==> src/rtl/ahb_mtx_pkg.sv <==
// rtl/ahb_mtx_pkg.sv - shared AHB bus-matrix codes, default-slave state encoding and clog2 helper
package ahb_mtx_pkg;

    // HTRANS codes
    localparam logic [1:0] TRANS_IDLE   = 2'b00;
    localparam logic [1:0] TRANS_BUSY   = 2'b01;
    localparam logic [1:0] TRANS_NONSEQ = 2'b10;
    localparam logic [1:0] TRANS_SEQ    = 2'b11;

    // HRESP codes
    localparam logic [1:0] RESP_OKAY  = 2'b00;
    localparam logic [1:0] RESP_ERROR = 2'b01;

    // Default-slave FSM: ERR1 is the wait beat, ERR2 the final error beat
    typedef enum logic [1:0] {
        DFT_IDLE = 2'b00,
        DFT_ERR1 = 2'b01,
        DFT_ERR2 = 2'b10
    } dft_state_e;

    // Ceiling log2, usable in parameter expressions
    function automatic int clog2(input int value);
        int result;
        int remain;
        result = 0;
        remain = value - 1;
        while (remain > 0) begin
            result = result + 1;
            remain = remain >> 1;
        end
        return result;
    endfunction

endpackage

==> src/rtl/ahb_mtx_dft_slave.sv <==
// rtl/ahb_mtx_dft_slave.sv - AHB default slave giving a two-cycle ERROR to unmapped NONSEQ/SEQ
module ahb_mtx_dft_slave
    import ahb_mtx_pkg::*;
(
    input  logic       HCLK,
    input  logic       HRESET,
    input  logic       sel,
    input  logic [1:0] trans,
    input  logic       ready_in,
    output logic       readyout,
    output logic [1:0] resp
);

    dft_state_e state;
    logic       start;

    // IDLE and BUSY never start an error; only an accepted NONSEQ/SEQ does
    assign start = sel & ready_in & trans[1];

    // State and registered outputs move together so readyout/resp are glitch-free
    always_ff @(posedge HCLK or posedge HRESET) begin
        if (HRESET) begin
            state    <= DFT_IDLE;
            readyout <= 1'b1;
            resp     <= RESP_OKAY;
        end else begin
            case (state)
                DFT_IDLE, DFT_ERR2: begin
                    if (start) begin
                        state    <= DFT_ERR1;
                        readyout <= 1'b0;
                        resp     <= RESP_ERROR;
                    end else begin
                        state    <= DFT_IDLE;
                        readyout <= 1'b1;
                        resp     <= RESP_OKAY;
                    end
                end
                DFT_ERR1: begin
                    state    <= DFT_ERR2;
                    readyout <= 1'b1;
                    resp     <= RESP_ERROR;
                end
                default: begin
                    state    <= DFT_IDLE;
                    readyout <= 1'b1;
                    resp     <= RESP_OKAY;
                end
            endcase
        end
    end

endmodule

==> src/rtl/ahb_mtx_decoder.sv <==
// rtl/ahb_mtx_decoder.sv - N-port bus-matrix address decoder with response mux; AHB_DEC_ERRLOG_EN adds unmapped-access log
module ahb_mtx_decoder
    import ahb_mtx_pkg::*;
#(
    parameter int                      NUM_PORTS    = 4,
    parameter logic [22*NUM_PORTS-1:0] REGION_BASE  = {NUM_PORTS{22'h0}},
    parameter logic [22*NUM_PORTS-1:0] REGION_LIMIT = {NUM_PORTS{22'h3f}},
    parameter int                      ERR_CNT_W    = 16
) (
    input  logic                      HCLK,
    input  logic                      HRESET,
    input  logic                      HREADYS,
    input  logic                      sel_dec,
    input  logic [21:0]               decode_addr_dec,
    input  logic [1:0]                trans_dec,
    input  logic [NUM_PORTS-1:0]      active_vec,
    input  logic [NUM_PORTS-1:0]      readyout_vec,
    input  logic [2*NUM_PORTS-1:0]    resp_vec,
    input  logic [32*NUM_PORTS-1:0]   rdata_vec,
    output logic [NUM_PORTS-1:0]      sel_vec,
    output logic                      active_dec,
    output logic                      HREADYOUTS,
    output logic [1:0]                HRESPS,
    output logic [31:0]               HRDATAS
`ifdef AHB_DEC_ERRLOG_EN
    ,
    input  logic                      err_clr,
    output logic [ERR_CNT_W-1:0]      err_count,
    output logic [21:0]               err_addr
`endif
);

    localparam int          PW  = clog2(NUM_PORTS + 1);
    localparam logic [PW-1:0] DFT = PW'(NUM_PORTS);

    logic [PW-1:0] addr_port;
    logic [PW-1:0] data_port;
    logic          region_hit;
    logic          dft_sel;
    logic          dft_readyout;
    logic [1:0]    dft_resp;

    // Region match: scanning downwards lets the lowest matching index win; inverted regions never match
    always_comb begin
        addr_port  = DFT;
        region_hit = 1'b0;
        for (int p = NUM_PORTS - 1; p >= 0; p--) begin
            if ((decode_addr_dec >= REGION_BASE[22*p +: 22]) &&
                (decode_addr_dec <= REGION_LIMIT[22*p +: 22])) begin
                addr_port  = PW'(p);
                region_hit = 1'b1;
            end
        end
        // An unmapped IDLE stays with the current owner instead of waking the default slave
        if (!region_hit && (trans_dec == TRANS_IDLE)) begin
            addr_port = data_port;
        end
    end

    // Address-phase selects and active flag; the default slave counts as always active
    always_comb begin
        sel_vec    = '0;
        active_dec = 1'b1;
        for (int p = 0; p < NUM_PORTS; p++) begin
            sel_vec[p] = sel_dec & (addr_port == PW'(p));
            if (addr_port == PW'(p)) begin
                active_dec = active_vec[p];
            end
        end
    end

    assign dft_sel = sel_dec & (addr_port == DFT);

    // Data-phase owner advances only when the input stage completes the address phase
    always_ff @(posedge HCLK or posedge HRESET) begin
        if (HRESET) begin
            data_port <= '0;
        end else if (HREADYS) begin
            data_port <= addr_port;
        end
    end

    // Response mux back to the master; the default slave returns zero read data
    always_comb begin
        HREADYOUTS = dft_readyout;
        HRESPS     = dft_resp;
        HRDATAS    = 32'h0;
        for (int p = 0; p < NUM_PORTS; p++) begin
            if (data_port == PW'(p)) begin
                HREADYOUTS = readyout_vec[p];
                HRESPS     = resp_vec[2*p +: 2];
                HRDATAS    = rdata_vec[32*p +: 32];
            end
        end
    end

    ahb_mtx_dft_slave u_dft_slave (
        .HCLK     (HCLK),
        .HRESET   (HRESET),
        .sel      (dft_sel),
        .trans    (trans_dec),
        .ready_in (HREADYS),
        .readyout (dft_readyout),
        .resp     (dft_resp)
    );

`ifdef AHB_DEC_ERRLOG_EN
    logic err_event;

    // readyout is low only in ERR1, so this is exactly a transition from IDLE/ERR2 into ERR1
    assign err_event = dft_sel & HREADYS & trans_dec[1] & dft_readyout;

    // Saturating unmapped-access log; a same-cycle event overrides the clear and restarts at 1
    always_ff @(posedge HCLK or posedge HRESET) begin
        if (HRESET) begin
            err_count <= '0;
            err_addr  <= '0;
        end else if (err_event) begin
            if (err_clr) begin
                err_count <= ERR_CNT_W'(1);
            end else if (err_count != {ERR_CNT_W{1'b1}}) begin
                err_count <= err_count + ERR_CNT_W'(1);
            end
            err_addr <= decode_addr_dec;
        end else if (err_clr) begin
            err_count <= '0;
            err_addr  <= '0;
        end
    end
`endif

endmodule

==> config.mk <==
export PLATFORM = sky130hd
export DESIGN_NAME = ahb_mtx_decoder
export DESIGN_NICKNAME = d
export VERILOG_FILES = /design/src/rtl/ahb_mtx_pkg.sv /design/src/rtl/ahb_mtx_dft_slave.sv /design/src/rtl/ahb_mtx_decoder.sv
export SDC_FILE = /design/constraint.sdc
export NUM_CORES = 1
export LEC_CHECK = 0
export CAP_MARGIN = 20
export CORE_MARGIN = 3
export CORE_UTILIZATION = 25
export CTS_BUF_LIST = sky130_fd_sc_hd__clkbuf_4 sky130_fd_sc_hd__clkbuf_8 sky130_fd_sc_hd__clkbuf_16
export DETAILED_ROUTE_END_ITERATION = 16
export HOLD_SLACK_MARGIN = 0.15
export PLACE_DENSITY_LB_ADDON = 0.25
export SLEW_MARGIN = 20
export SYNTH_ARGS = -nofsm -noshare
export SYNTH_HDL_FRONTEND = slang
export SYNTH_SLANG_ARGS = --single-unit
==> constraint.sdc <==
create_clock -name HCLK -period 2.4 [get_ports HCLK]
set_clock_uncertainty 0.15 [all_clocks]
set_input_delay 0.36 -clock HCLK [delete_from_list [all_inputs] [get_ports HCLK]]
set_output_delay 0.36 -clock HCLK [all_outputs]
set_load 0.02 [all_outputs]
==> metrics.cfg, run 1 <==
[run_status]
outcome = finished, final reports clean

[drt]
drt_iter0_markers = 48
drtAntennaViolNets = 0
dr.pass1.iters = 4
drt-total-wl_um = 7310
vias = 2056
via_per_inst = 4.88
drcViolationCount = 0
wl_per_cell_um = 17.4

[clock_tree]
cts_max_level = 1
cts_buffer_depth = 2
cts_tree = built
cts_made_buffers = 3
numClockSinks = 7
postCtsHoldBufs = 0
clk-insertion-delay-late_ns = 0.22
path_clk_slew_ns = 0.04
cts_root_buf = clkbuf_8

[global_routing]
grt_max_degree = 37
grt_pass1_wl_um = 11200
track_usage_pct = 19.8
grt_pass1_vias = 2140
overflow = 0
antenna_found_initial = 0

[timing]
tns_ns = 0
setup_viol = 0
maxSlewViolCount = 0
hold_viol_final = 0
slew_headroom_pct = 74.2
fin_ws_ns = 0.0637
min_period_over_period_pct = 97.3
fin_crit_ns = 2.34
rsz0062_at_grt = true
max_clock_freq_mhz = 428
worst_pin_slew_ns = 0.387

[synth]
ys_types = 28
synth_area_per_cell_um2 = 11.4
yosys_warnings = 0
synth_nets = 306
synth_xor_area_share_pct = 0
ys_seq_elements = 7
synth-compound-area-share_pct = 3.93
synth_fa_ha_area_share_pct = 0
synthCells = 134
synth-simple-area-share_pct = 23.6
synth_top_family_by_area = multiplexers
synth.area.mux_share_pct = 52.9
ys_seq_area_share_pct = 11.6
synth.cell_area_um2 = 1530

[place]
gp_congestion = 0.875
io_buffers = 205
place_inst = 409
dp_slack_ns = -0.301
place.detailed.hpwl_um = 6260

[critical_path]
cp_common_cell = buf_4
slowest_stage = mux4_2
crit_buf_inv = 4
crit_family = buffers and inverters
critPathRequiredTime_ns = 1.89
startpoint_type = flip-flop
cp_max_fo = 10
worstPathCellList = buf_4 > buf_12 > buf_6 > mux4_2 > nor2b_1 > buf_4
critPathKind = flip-flop to primary output
arrival_ns = 1.83
cp-end-kind = primary output
max_stage_delay_ns = 0.48

[floorplan]
core_um2 = 5710
die_w_um = 84.1
rows = 27
chipHeight_um = 84.1
start_util_pct = 26.7
die_area_um2 = 7080
ios = 212

[finish]
stdcell_count = 421
layout-drive-gt1-share_pct = 26.9
register_area_um2 = 179
synthToLayoutAreaGrowth_pct = 144
diodes = 0
fill_cells = 471
multi_input_area_um2 = 1250
nets = 522

[pwr]
max-vdd-ir-drop_mv = 0.192
p_total_mw = 0.635
leakage_nw = 1.45
power.density_nw_per_um2 = 171

[min_path]
hp-class = input pin to asynchronous set/reset pin

[flow_run]
maxCapViolations = 0

cells by family (layout without fill, tap and decap cells):
logic type             after synthesis  count (layout)
muxes                               38              38
and+or+nand+nor                     59              59
AOI/OAI and AO/OA                   10              10
DFF                                  7               7
buffers and inverters               20             235
flip-flops by register name (all words and copies together) (netlist names):
name	flops
data_port	3
u_dft_slave.state	2
u_dft_slave.readyout	1
u_dft_slave.resp	1
power by group:
group	internal [mW]	switching (mW)	leakage (nW)	total (mW)
clock network	0.126	0.0452	0.0262	0.171
logic	0.286	0.0550	1.34	0.341
registers	0.122	0.00112	0.0841	0.123
layout by cell type (no fill, tap or decap), drive strengths merged, types with 4 or more instances in the layout:
cell / n
buf: 34
nand2: 5
nor2b: 36
a21oi: 4
mux4: 34
dfrtp: 6
nor4: 4
clkdlybuf4s50: 165
dlygate4sd2: 15
inv: 5
clkbuf: 14
timing repair:
item,CTS,global route
buffers inserted,7,1
setup endpoints to repair,40,27
endpoints found under the hold margin,0,0
pin swaps,1,2
cloned,0,0
resized for setup,80,34
worst paths after layout:
path	depth (start not counted)	slack [ns]	endpoint	start
setup / recovery	6	0.06	HRDATAS[23]	data_port[0]$_DFFE_PP0P_
hold reg to reg	1	0.26	u_dft_slave.state[1]$_DFF_PP0_	u_dft_slave.state[1]$_DFF_PP0_
hold / removal	2	0.22	u_dft_slave.state[1]$_DFF_PP0_	HRESET
min in group HCLK	1	0.26	u_dft_slave.state[1]$_DFF_PP0_	u_dft_slave.state[1]$_DFF_PP0_
max in group asynchronous	2	1.62	u_dft_slave.readyout$_DFF_PP1_	HRESET
setup reg to reg	4	1.15	data_port[0]$_DFFE_PP0P_	data_port[0]$_DFFE_PP0P_
cell type report:
cell class	instances	area share [%]
sequential	7	4.80
tap	72	2.42
multi-input combinational	107	33.5
clock buffer	4	1.31
inverter	5	0.504
timing repair buffer	226	57.4
synth_stat cells:
master    count  share of area [%]
clkbuf_1      4               0.98
nor3_1        3               0.98
and4_1        1               0.57
nor2b_1      36                 15
buf_4         1               0.49
nor2_1        3               0.74
nand3b_1      1               0.49
or2_2         1               0.41
buf_6         5                3.7
o21a_1        2               0.98
buf_2         5                1.6
nor4_1        4                1.6
or3_1         1               0.41
inv_1         5                1.2
or4b_4        1               0.90
nand2_1       5                1.2
a31oi_1       1               0.41
mux2i_1       3                2.0
nor4b_1       1               0.57
mux2_2        1               0.74
dfrtp_1       6                9.8
dfstp_2       1                1.7
a32oi_1       1               0.57
nand2b_2      1               0.57
o21ai_0       2               0.66
nand3_1       1               0.33
a21oi_1       4                1.3
mux4_2       34                 50
metal layers:
layer	up-vias	track usage, %	wire length [um]
li1	954	-	-
met1	973	23.0	2640
met2	121	38.3	4030
met3	8	3.04	542
met4	0	3.80	104
met5	-	0	0
stage by stage:
stage / utilization (%) / hold slack (ns) / cell area, um2
floorplan: - / 0.0127 / 1530
global placement: 65.1 / 0.246 / 3710
detailed placement: 65.1 / 0.249 / 3710
CTS: 66.9 / 0.225 / 3820
global route: 65.2 / 0.243 / 3720
finish: 65.2 / 0.217 / 3720
(Power assumes the default switching activity.)
==> run 2, diff against run 1 <==
CELL_PAD_IN_SITES_DETAIL_PLACEMENT = 0   (was not set)
CELL_PAD_IN_SITES_GLOBAL_PLACEMENT = 1   (was not set)
CORE_UTILIZATION = 16   (was 25)
==> metrics.cfg, run 2 (same netlist as run 1, synthesis figures left out) <==
[finish]
nets = 525
synthToLayoutAreaGrowth_pct = 155
diodes = 0
reg_top3 = data_port x3, u_dft_slave.state x2
fill_cells = 929
final_common_cell = clkdlybuf4s50_1
layout-drive-gt1-share_pct = 22.4
top_register = data_port
largest_register_ffs = 3
final_core_util_pct = 42.2
layout_common_cells = 165 x clkdlybuf4s50_1, 36 x nor2b_1, 34 x mux4_2

[drt]
wl_per_cell_um = 15.8
drtAntennaViolNets = 0
drt-total-wl_um = 7620
dr.pass1.iters = 4
via_per_inst = 4.29
drcViolationCount = 0
vias = 2062
drt_iter0_markers = 55

[pwr]
p_sw_mw = 0.102
power.density_nw_per_um2 = 163
sw_frac_of_total_pct = 16.0
combinationalPowerShare_pct = 53.2
clkPwrFrac_pct = 27.4
p_int_mw = 0.535
leakage_nw = 1.48
seqPwrFrac_pct = 19.4
max-vdd-ir-drop_mv = 0.132

[critical_path]
critPathKind = flip-flop to primary output
crit_buf_inv = 3
startpoint_type = flip-flop
crit_family = buffers and inverters
worstPathCellList = buf_4 > clkbuf_16 > mux4_2 > nor2b_1 > dlygate4sd2_1
critPathRequiredTime_ns = 1.89
arrival_ns = 1.83
cp-end-kind = primary output
slowest_stage = mux4_2
max_stage_delay_ns = 0.48
cp_max_fo = 12

[timing]
setup_viol = 0
min_period_over_period_pct = 97.3
worst_pin_slew_ns = 0.254
hold_viol_final = 0
max_clock_freq_mhz = 428
slew_headroom_pct = 83.0
fin_crit_ns = 2.34
tns_ns = 0
maxSlewViolCount = 0
fin_ws_ns = 0.0638

[global_routing]
overflow = 0
use_met1_pct = 17.4
grt_pass1_vias = 2155
gr-max-usage-layer = met2
antenna_found_initial = 0
track_usage_pct = 13.5
grt_pass1_wl_um = 12000
met2_usage_pct = 22.9
grt_max_degree = 26
grtUsageMet3_pct = 3.68

[run_status]
outcome = finished, final reports clean

[place]
place.detailed.hpwl_um = 6360
io_buffers = 205
gp_congestion = 0.737
dp_slack_ns = -0.313

[floorplan]
rows = 35
chipHeight_um = 104
start_util_pct = 16.5
die_w_um = 104
die_area_um2 = 10700
core_um2 = 9240
ios = 212

[min_path]
hp-class = input pin to asynchronous set/reset pin

[clock_tree]
path_clk_slew_ns = 0.04
numClockSinks = 7
postCtsHoldBufs = 0
cts_max_level = 1
cts_made_buffers = 3
cts_tree = built
cts_buffer_depth = 2
cts_root_buf = clkbuf_8
clk-insertion-delay-late_ns = 0.22

[flow_run]
maxCapViolations = 0

## run 2: cell count changes in the layout (fill, tap and decap cells not counted), moves of 2 or more
cell	before	now
clkbuf_16	0	2
clkdlybuf4s15_1	1	11
dlygate4sd2_1	15	21
buf_2	11	2
clkbuf_2	10	6
## run 2: layer usage
metal  share of wire, %  up-vias
met3                9.5       10
met2                 49      128
met4                1.5        0
met1                 40      965
met5                  0        -
li1                   -      959
## run 2: worst paths after layout
path,cells past startpoint,slack [ns],start,to
worst min register to register,1,0.26,u_dft_slave.state[1]$_DFF_PP0_,u_dft_slave.state[1]$_DFF_PP0_
worst min-delay path,2,0.21,HRESET,u_dft_slave.state[1]$_DFF_PP0_
max in group asynchronous,2,1.62,HRESET,u_dft_slave.readyout$_DFF_PP1_
worst max register to register,2,1.17,u_dft_slave.state[0]$_DFF_PP0_,u_dft_slave.resp[0]$_DFF_PP0_
min in group HCLK,1,0.26,u_dft_slave.state[1]$_DFF_PP0_,u_dft_slave.state[1]$_DFF_PP0_
worst max-delay path,5,0.06,data_port[0]$_DFFE_PP0P_,HRDATAS[26]
## run 2: stage by stage
step           cell area (um2)  std cells  total power [mW]  hold slack [ns]
6_report                  3900        481             0.636            0.215
4_1_cts                   3840        476             0.643            0.231
5_1_grt                   3900        481             0.668            0.263
2_1_floorplan             1530        134             0.189           0.0127
3_5_place_dp              3820        470             0.465            0.252
3_3_place_gp              3820        470             0.460            0.247
## run 2: repair_timing
| action | 4_1_cts | 5_1_grt |
|---|---|---|
| pin swaps | 1 | 2 |
| endpoints found under the setup margin | 40 | 28 |
| resized for setup | 47 | 27 |
| cloned | 0 | 2 |
| setup buffers | 2 | 3 |
## run 2: cell type report
class,instances,area [um2],area share (%)
Clock buffer,4,48.8,1.25
Inverter,5,18.8,0.482
Multi-Input combinational cell,107,1230,31.7
Sequential cell,7,179,4.59
Tap cell,129,161,4.14
Timing Repair Buffer,229,2250,57.8
## run 2: power by group through the flow
| stage | Combinational [mW] | Clock (mW) | Sequential, mW |
|---|---|---|---|
| CTS | 0.341 | 0.178 | 0.123 |
| global placement | 0.335 | 0 | 0.125 |
| floorplan | 0.0641 | 0 | 0.124 |
| global route | 0.361 | 0.183 | 0.124 |
| finish | 0.339 | 0.174 | 0.123 |
| detailed placement | 0.341 | 0 | 0.125 |
